[src/rtl/qk_inst_sequencer.sv]
// Instruction sequencer for fullchip: collects Q/K vectors, then issues load/execute/drain/readout.
// Optional pmem readout phase is built only when SEQ_READBACK_EN is defined.
module qk_inst_sequencer #(
   parameter int unsigned bw     = 8,
   parameter int unsigned pr     = 8,
   parameter int unsigned col    = 8,
   parameter int unsigned addr_w = 4,
   parameter int unsigned gap    = 10
) (
   input  logic                clk,
   input  logic                reset_n,
   input  logic                start,
   input  logic [addr_w:0]     n_q,
   input  logic [pr*bw-1:0]    vec_in,
   input  logic                vec_valid,
   output logic                vec_ready,
   output logic [16:0]         inst,
   output logic [pr*bw-1:0]    mem_in,
   output logic                busy,
   output logic                out_valid,
   output logic                done
);

   localparam int unsigned vec_w     = pr * bw;
   localparam int unsigned nq_w      = addr_w + 1;
   localparam int unsigned q_depth   = 1 << addr_w;
   localparam int unsigned cnt_max_a = (q_depth > col + 2) ? q_depth : col + 2;
   localparam int unsigned cnt_max   = (cnt_max_a > gap) ? cnt_max_a : gap;
   localparam int unsigned cnt_w     = $clog2(cnt_max + 1);

   localparam logic [3:0] S_IDLE  = 4'd0;
   localparam logic [3:0] S_QWR   = 4'd1;
   localparam logic [3:0] S_KWR   = 4'd2;
   localparam logic [3:0] S_GAP_A = 4'd3;
   localparam logic [3:0] S_KLOAD = 4'd4;
   localparam logic [3:0] S_GAP_B = 4'd5;
   localparam logic [3:0] S_EXEC  = 4'd6;
   localparam logic [3:0] S_GAP_C = 4'd7;
   localparam logic [3:0] S_DRAIN = 4'd8;
   localparam logic [3:0] S_DONE  = 4'd10;
`ifdef SEQ_READBACK_EN
   localparam logic [3:0] S_READ  = 4'd9;
   localparam logic [3:0] after_drain = S_READ;
`else
   localparam logic [3:0] after_drain = S_DONE;
`endif

   // A zero gap removes the idle state entirely
   localparam logic [3:0] after_kwr   = (gap == 0) ? S_KLOAD : S_GAP_A;
   localparam logic [3:0] after_kload = (gap == 0) ? S_EXEC  : S_GAP_B;
   localparam logic [3:0] after_exec  = (gap == 0) ? S_DRAIN : S_GAP_C;

   typedef struct packed {
      logic       ofifo_rd;
      logic [3:0] qkmem_add;
      logic [3:0] pmem_add;
      logic       execute;
      logic       load;
      logic       qmem_rd;
      logic       qmem_wr;
      logic       kmem_rd;
      logic       kmem_wr;
      logic       pmem_rd;
      logic       pmem_wr;
   } inst_t;

   logic [3:0]       state_q, state_d;
   logic [cnt_w-1:0] cnt_q, cnt_d;
   logic [nq_w-1:0]  neff_q, neff_d;
   inst_t            inst_q, inst_d;
   logic [vec_w-1:0] mem_in_q, mem_in_d;
   logic             vec_ready_q, busy_q, done_q;
   logic             hs, last_q, last_col, last_gap, last_kload;

   assign hs         = vec_valid & vec_ready_q;
   assign last_q     = (cnt_q == cnt_w'(neff_q) - cnt_w'(1));
   assign last_col   = (cnt_q == cnt_w'(col) - cnt_w'(1));
   assign last_gap   = (cnt_q == cnt_w'(gap) - cnt_w'(1));
   assign last_kload = (cnt_q == cnt_w'(col) + cnt_w'(1));

   // Next state plus the instruction word to present on the following cycle
   always_comb begin
      state_d  = state_q;
      cnt_d    = cnt_q;
      neff_d   = neff_q;
      inst_d   = '0;
      mem_in_d = '0;
      case (state_q)
         S_IDLE: begin
            cnt_d = '0;
            if (start) begin
               if (n_q > nq_w'(q_depth)) neff_d = nq_w'(q_depth);
               else                      neff_d = n_q;
               state_d = (n_q == '0) ? S_DONE : S_QWR;
            end
         end
         S_QWR: begin
            if (hs) begin
               inst_d.qmem_wr   = 1'b1;
               inst_d.qkmem_add = 4'(cnt_q);
               mem_in_d         = vec_in;
               if (last_q) begin
                  cnt_d   = '0;
                  state_d = S_KWR;
               end else begin
                  cnt_d = cnt_q + cnt_w'(1);
               end
            end
         end
         S_KWR: begin
            if (hs) begin
               inst_d.kmem_wr   = 1'b1;
               inst_d.qkmem_add = 4'(cnt_q);
               mem_in_d         = vec_in;
               if (last_col) begin
                  cnt_d   = '0;
                  state_d = after_kwr;
               end else begin
                  cnt_d = cnt_q + cnt_w'(1);
               end
            end
         end
         S_GAP_A, S_GAP_B, S_GAP_C: begin
            if (last_gap) begin
               cnt_d = '0;
               if (state_q == S_GAP_A)      state_d = S_KLOAD;
               else if (state_q == S_GAP_B) state_d = S_EXEC;
               else                         state_d = S_DRAIN;
            end else begin
               cnt_d = cnt_q + cnt_w'(1);
            end
         end
         S_KLOAD: begin
            inst_d.load = 1'b1;
            if (cnt_q != '0 && cnt_q <= cnt_w'(col)) begin
               inst_d.kmem_rd   = 1'b1;
               inst_d.qkmem_add = 4'(cnt_q - cnt_w'(1));
            end
            if (last_kload) begin
               cnt_d   = '0;
               state_d = after_kload;
            end else begin
               cnt_d = cnt_q + cnt_w'(1);
            end
         end
         S_EXEC: begin
            inst_d.execute   = 1'b1;
            inst_d.qmem_rd   = 1'b1;
            inst_d.qkmem_add = 4'(cnt_q);
            if (last_q) begin
               cnt_d   = '0;
               state_d = after_exec;
            end else begin
               cnt_d = cnt_q + cnt_w'(1);
            end
         end
         S_DRAIN: begin
            inst_d.ofifo_rd = 1'b1;
            inst_d.pmem_wr  = 1'b1;
            inst_d.pmem_add = 4'(cnt_q);
            if (last_q) begin
               cnt_d   = '0;
               state_d = after_drain;
            end else begin
               cnt_d = cnt_q + cnt_w'(1);
            end
         end
`ifdef SEQ_READBACK_EN
         S_READ: begin
            inst_d.pmem_rd  = 1'b1;
            inst_d.pmem_add = 4'(cnt_q);
            if (last_q) begin
               cnt_d   = '0;
               state_d = S_DONE;
            end else begin
               cnt_d = cnt_q + cnt_w'(1);
            end
         end
`endif
         S_DONE: begin
            cnt_d   = '0;
            state_d = S_IDLE;
         end
         default: begin
            cnt_d   = '0;
            state_d = S_IDLE;
         end
      endcase
   end

   // Status flags follow the next state so they line up with the state they describe
   always_ff @(posedge clk or negedge reset_n) begin
      if (!reset_n) begin
         state_q     <= S_IDLE;
         cnt_q       <= '0;
         neff_q      <= '0;
         inst_q      <= '0;
         mem_in_q    <= '0;
         vec_ready_q <= 1'b0;
         busy_q      <= 1'b0;
         done_q      <= 1'b0;
      end else begin
         state_q     <= state_d;
         cnt_q       <= cnt_d;
         neff_q      <= neff_d;
         inst_q      <= inst_d;
         mem_in_q    <= mem_in_d;
         vec_ready_q <= (state_d == S_QWR) || (state_d == S_KWR);
         busy_q      <= (state_d != S_IDLE);
         done_q      <= (state_d == S_DONE);
      end
   end

`ifdef SEQ_READBACK_EN
   logic out_valid_q;

   // pmem has one cycle of read latency
   always_ff @(posedge clk or negedge reset_n) begin
      if (!reset_n) out_valid_q <= 1'b0;
      else          out_valid_q <= inst_q.pmem_rd;
   end

   assign out_valid = out_valid_q;
`else
   assign out_valid = 1'b0;
`endif

   assign inst      = inst_q;
   assign mem_in    = mem_in_q;
   assign vec_ready = vec_ready_q;
   assign busy      = busy_q;
   assign done      = done_q;

endmodule
[config.mk]
export PLATFORM = sky130hd
export DESIGN_NAME = qk_inst_sequencer
export DESIGN_NICKNAME = d
export VERILOG_FILES = /design/src/rtl/qk_inst_sequencer.sv
export SDC_FILE = /design/constraint.sdc
export NUM_CORES = 1
export LEC_CHECK = 0
export CAP_MARGIN = 0
export CORE_MARGIN = 2
export CORE_UTILIZATION = 35
export DETAILED_ROUTE_END_ITERATION = 6
export PLACE_DENSITY = 0.68
export SETUP_SLACK_MARGIN = 0.05
export SYNTH_ARGS = -nofsm -noshare
export SYNTH_HDL_FRONTEND = slang
export SYNTH_SLANG_ARGS = --single-unit
[constraint.sdc]
create_clock -name clk -period 6.6 [get_ports clk]
set_input_delay 0.99 -clock clk [delete_from_list [all_inputs] [get_ports clk]]
set_output_delay 0.99 -clock clk [all_outputs]
set_load 0.02 [all_outputs]
; ---- After elaboration in Yosys (flattened, before gate mapping)
; Cells that the tools add are included.
[classes]
muxes = 34
n_addsub = 3
n_reduce_logical = 12
order_cmp = 2
bitwise_logic = 1
n_eq_ne = 16
[ops]
columns = cell, count
row1 = $mux W64, 2
row2 = $mux W4, 15
row3 = $mux W5, 6
row4 = $pmux W4 S7, 1
row5 = $pmux W5 S4, 1
row6 = $eq A4 B3 Y1 const B, 4
row7 = $eq A4 B2 Y1 const B, 3
row8 = $pmux W4 S3, 1
row9 = $eq A4 B1 Y1 const B, 2
row10 = $eq A4 B4 Y1 const B, 2
row11 = $mux W1, 8
row12 = $add A5 B1 Y5 const B, 1
row13 = $eq A5 B3 Y1 const B, 1
row14 = $eq A5 B4 Y1 const B, 1
row15 = $eq A5 B5 Y1, 1
row16 = $gt A5 B5 Y1 const B, 1
row17 = $le A5 B4 Y1 const B, 1
row18 = $logic_not A5 Y1, 1
row19 = $reduce_bool A5 Y1, 1
row20 = $sub A5 B1 Y5 const B, 1
row21 = $logic_not A4 Y1, 1
row22 = $ne A2 B2 Y1 const B, 2
row23 = $reduce_and A2 Y1, 2
row24 = $reduce_bool A4 Y1, 1
row25 = 7 further kinds, 8
[word_totals]
ff_bits = 95

; ---- Logic depth before layout (Yosys ltp)
[depth]
word_depth = 7
mapped_depth = 10

; ---- Least setup slack after synthesis
; Ideal clock, no wire load.
[synth_path]
kind = input to register
start = in n_q[1]
end = reg vec_ready_q (netlist: vec_ready)
arrival_ns = 2.573
cell_stages = 7
required_ns = 6.475
slack_ns = 3.902
path_cell_list = or4b_2 -> nor3_1 -> a221oi_1 -> o22a_1 -> inv_1 -> nor2_1 -> mux2_4
[synth_between]
elab_chain_len = 6
word_cells_on_any_way = 7
cone_classes = eq/ne (2) / mux (3) / reduce/logical (2)
[synth_rtl]
columns = item, line_no
row1 = "start, declared", 13  ; input logic [addr_w:0] n_q,
row2 = $logic_not A5 Y1 (*), 94  ; state_d = (n_q == '0) ? S_DONE : S_QWR;
row3 = $mux W4 (*), 94
row4 = $mux W4 (*), 91  ; if (start) begin
row5 = $pmux W4 S7 (*), 88  ; case (state_q)
row6 = named net state_d[1], 67  ; logic [3:0] state_q, state_d;
row7 = $eq A4 B1 Y1 or $eq A4 B2 Y1 (tied branches), 208  ; vec_ready_q <= (state_d == S_QWR) || (state_d == S_KWR);
row8 = $logic_or A1 B1 Y1 (*), 208
row9 = "end signal, assigned", 208
row10 = "end, declared", 72  ; logic vec_ready_q, busy_q, done_q;
; Mark *: on every way through the listed nets, which the timed path passes. The rest lies on a longest branch.
; A chain may end at the register's enable or synchronous reset.

; ---- Worst setup path in the final report
; Same ends and word-level chain as after synthesis.

==> impl_metrics.yaml <==
global_routing:
  track_usage: 0.159
  grt_pass1_wl_mm: 14.1
  grt_pass1_vias: 2835
  antenna_found_initial: 0
  grt_overflow: 0
  grt_max_degree: 65
clock_tree:
  post_cts_buffers: 0
  cts_tree: "built"
  cts_made_buffers: 9
  cts-htree-levels: 3
  cts.hold.buffers_added: 0
  cts-root-buf: "clkbuf_8"
  clockBufferDepth: 2
  insertion_delay_ns: 0.36
  clkSinkCount: 95
  cts_resized: 0
  clk_pin_slew_ns: 0.09
sta:
  tightest_slew_ns: 1.11
  report.final.slew_viol_count: 0
  max_freq_mhz: 344
  relSlewSlack: 0.252
  fin_ws_ns: 3.69
  finalSetupViolations: 0
  min_period_ns: 2.91
  skew_ns: 0.0109
  min_period_over_period: 0.441
  hold_viol: 0
  rsz0062_at_grt: "false"
  setup_tns_ns: 0
critical_path:
  critPathCaptureType: "flip-flop"
  max_stage_delay_ns: 0.67
  cp.required_ns: 6.85
  worstSetupStartpointType: "input pin"
  r2r-start: "cnt_q[1]"
  critPathTopFamily: "simple AND/OR/NAND/NOR gates"
  cp_num_buf_inv: 2
  crit_path_top_delay_cell: "or4b_2"
  crit_chain: "clkdlybuf4s50_1, or4b_2, nor3_1, a221oi_1, o22a_1, inv_1, nor2_1, mux2_4"
  cp.arrival_ns: 3.15
  crit_start: "n_q[1]"
  crit_type: "input pin to flip-flop"
  r2r_slack_ns: 3.80
  cp.depth: 8
  cp_max_fo: 3
  r2r-end: "vec_ready"
  reg2regPathDepth: 8
synth:
  ys_async_sr_fraction: 1.00
  postSynthCellCount: 320
  syn-mean-instance-area_um2: 11.9
  synth-edff-count: 0
  synth-seq-cells: 95
  syn-cell-area_um2: 3800
  ys.flop_type: "dfrtp_1"
  ys_seq_area_frac: 0.625
  yosys_warnings: 0
  yosysUniqueCellTypes: 49
finish:
  antenna_cells: 0
  area_growth_pct: 48.6
  nets: 546
  stdcell_count: 613
  layout-drive-gt1-share: 0.0698
  final_common_cell: "clkdlybuf4s50_1"
  layout_common_cells: "clkdlybuf4s50_1 (154), dfrtp_1 (95), and2_1 (69)"
  stdcell_area_um2: 5650
floorplanning:
  die_w_um: 108
  io_pins: 158
  dieArea_um2: 11700
  start_util: 0.355
  core_um2: 10700
  rows: 38
  die-height_um: 108
hold_path:
  hold_path_depth: 2
  hp-start: "neff_q[1]"
  hp-class: "flip-flop to flip-flop"
  hold-path-endpoint: "neff_q[1]"
detailed_routing:
  first_iter_violations: 60
  drtPass1Iterations: 4
  drc: 0
  routed-via-count: 2778
  viasPerCell: 4.53
  drt_wl_total_mm: 8.64
  detail-route-antenna-nets: 0
  routedWlPerCell_um: 14.1
power:
  vdd_drop_max_v: 0.000144
  leakagePower_nw: 2.49
  p_per_area_nw_per_um2: 333
outcome:
  status: "completed"
place:
  port_buffers: 155
  place_area_um2: 5450
  pre_cts_ws_ns: 3.32
  dpl.cell_count: 597
  place_hpwl_mm: 6.47
  globalplace.congestion: 0.877
flow_run:
  cap_violations: 0
-- where the power goes --
group	switching (mW)	internal, mW	leakage (nW)	total (mW)
combinational	0.375	0.352	1.11	0.727
clock	0.204	0.189	0.101	0.393
sequential	0.0712	0.690	1.29	0.761
total	0.650	1.23	2.49	1.88
-- worst min-delay path, cell delays in order, from the launching register on --
cell     delay [ns]
dfrtp_1        0.38
nand2_1        0.05
o21ai_0        0.06
-- registers in the layout, summed over array words and instances, names as in the netlist --
signal     count
done           1
state_q        4
mem_in        64
busy           1
cnt_q          5
neff_q         5
vec_ready      1
inst          14
-- final cells by class --
cell class | count | area (µm²)
fill | 953 | 5050
sequential | 95 | 2380
timing repair buffer | 156 | 1560
multi-input combinational | 196 | 1300
tap | 140 | 175
clock buffer | 11 | 141
clock inverter | 5 | 63.8
inverter | 10 | 37.5
-- logic make-up after synthesis --
group,Yosys count,share of synthesized area
buffers and inverters,30,0.0359
adders and majority gates,5,0.0165
other,1,0.000986
AOI/OAI and AO/OA,40,0.0777
and+or+nand+nor,137,0.212
muxes,3,0.00954
DFF,95,0.625
xor gates and xnor gates,9,0.0227
-- routing by layer --
| metal | track usage | share of wire |
|---|---|---|
| met1 | 0.179 | 0.38 |
| met2 | 0.266 | 0.51 |
| met3 | 0.0627 | 0.089 |
| met4 | 0.0751 | 0.020 |
| met5 | 0 | 0 |
-- Yosys cell counts, drive strengths merged, types with 2 or more instances --
| master | instances | share of area |
|---|---|---|
| dfrtp | 95 | 0.63 |
| and2 | 70 | 0.12 |
| nor2 | 15 | 0.015 |
| nand2 | 13 | 0.013 |
| o21ai | 13 | 0.017 |
| clkbuf | 11 | 0.011 |
| inv | 10 | 0.0099 |
| buf | 9 | 0.015 |
| a21oi | 8 | 0.012 |
| nand3 | 8 | 0.011 |
| nand2b | 7 | 0.012 |
| ha | 5 | 0.016 |
| xnor2 | 5 | 0.013 |
| nor2b | 4 | 0.0066 |
| nor3 | 4 | 0.0053 |
| o22ai | 4 | 0.0066 |
| xor2 | 4 | 0.0092 |
| a31oi | 3 | 0.0049 |
| or2 | 3 | 0.0049 |
| a32o | 2 | 0.0053 |
| mux2 | 2 | 0.0069 |
| nor4bb | 2 | 0.0053 |
| o211ai | 2 | 0.0039 |
| or3 | 2 | 0.0046 |
-- through the flow --
step | hold WS [ns] | power [mW] | utilization
finish | 0.534 | 1.88 | 0.528
global route | 0.591 | 2.01 | 0.528
CTS | 0.539 | 1.91 | 0.528
detailed placement | 0.518 | 1.51 | 0.509
global placement | 0.506 | 1.49 | 0.509
floorplan | 0.473 | 1.20 | -
-- how the worst max path moves through the flow --
stage | end | slack (ns)
floorplan | vec_ready | 3.90
global placement | vec_ready | 3.38
detailed placement | vec_ready | 3.32
CTS | vec_ready | 3.72
global route | vec_ready | 3.45
finish | vec_ready | 3.69
Power figures use the tool's default switching activity.
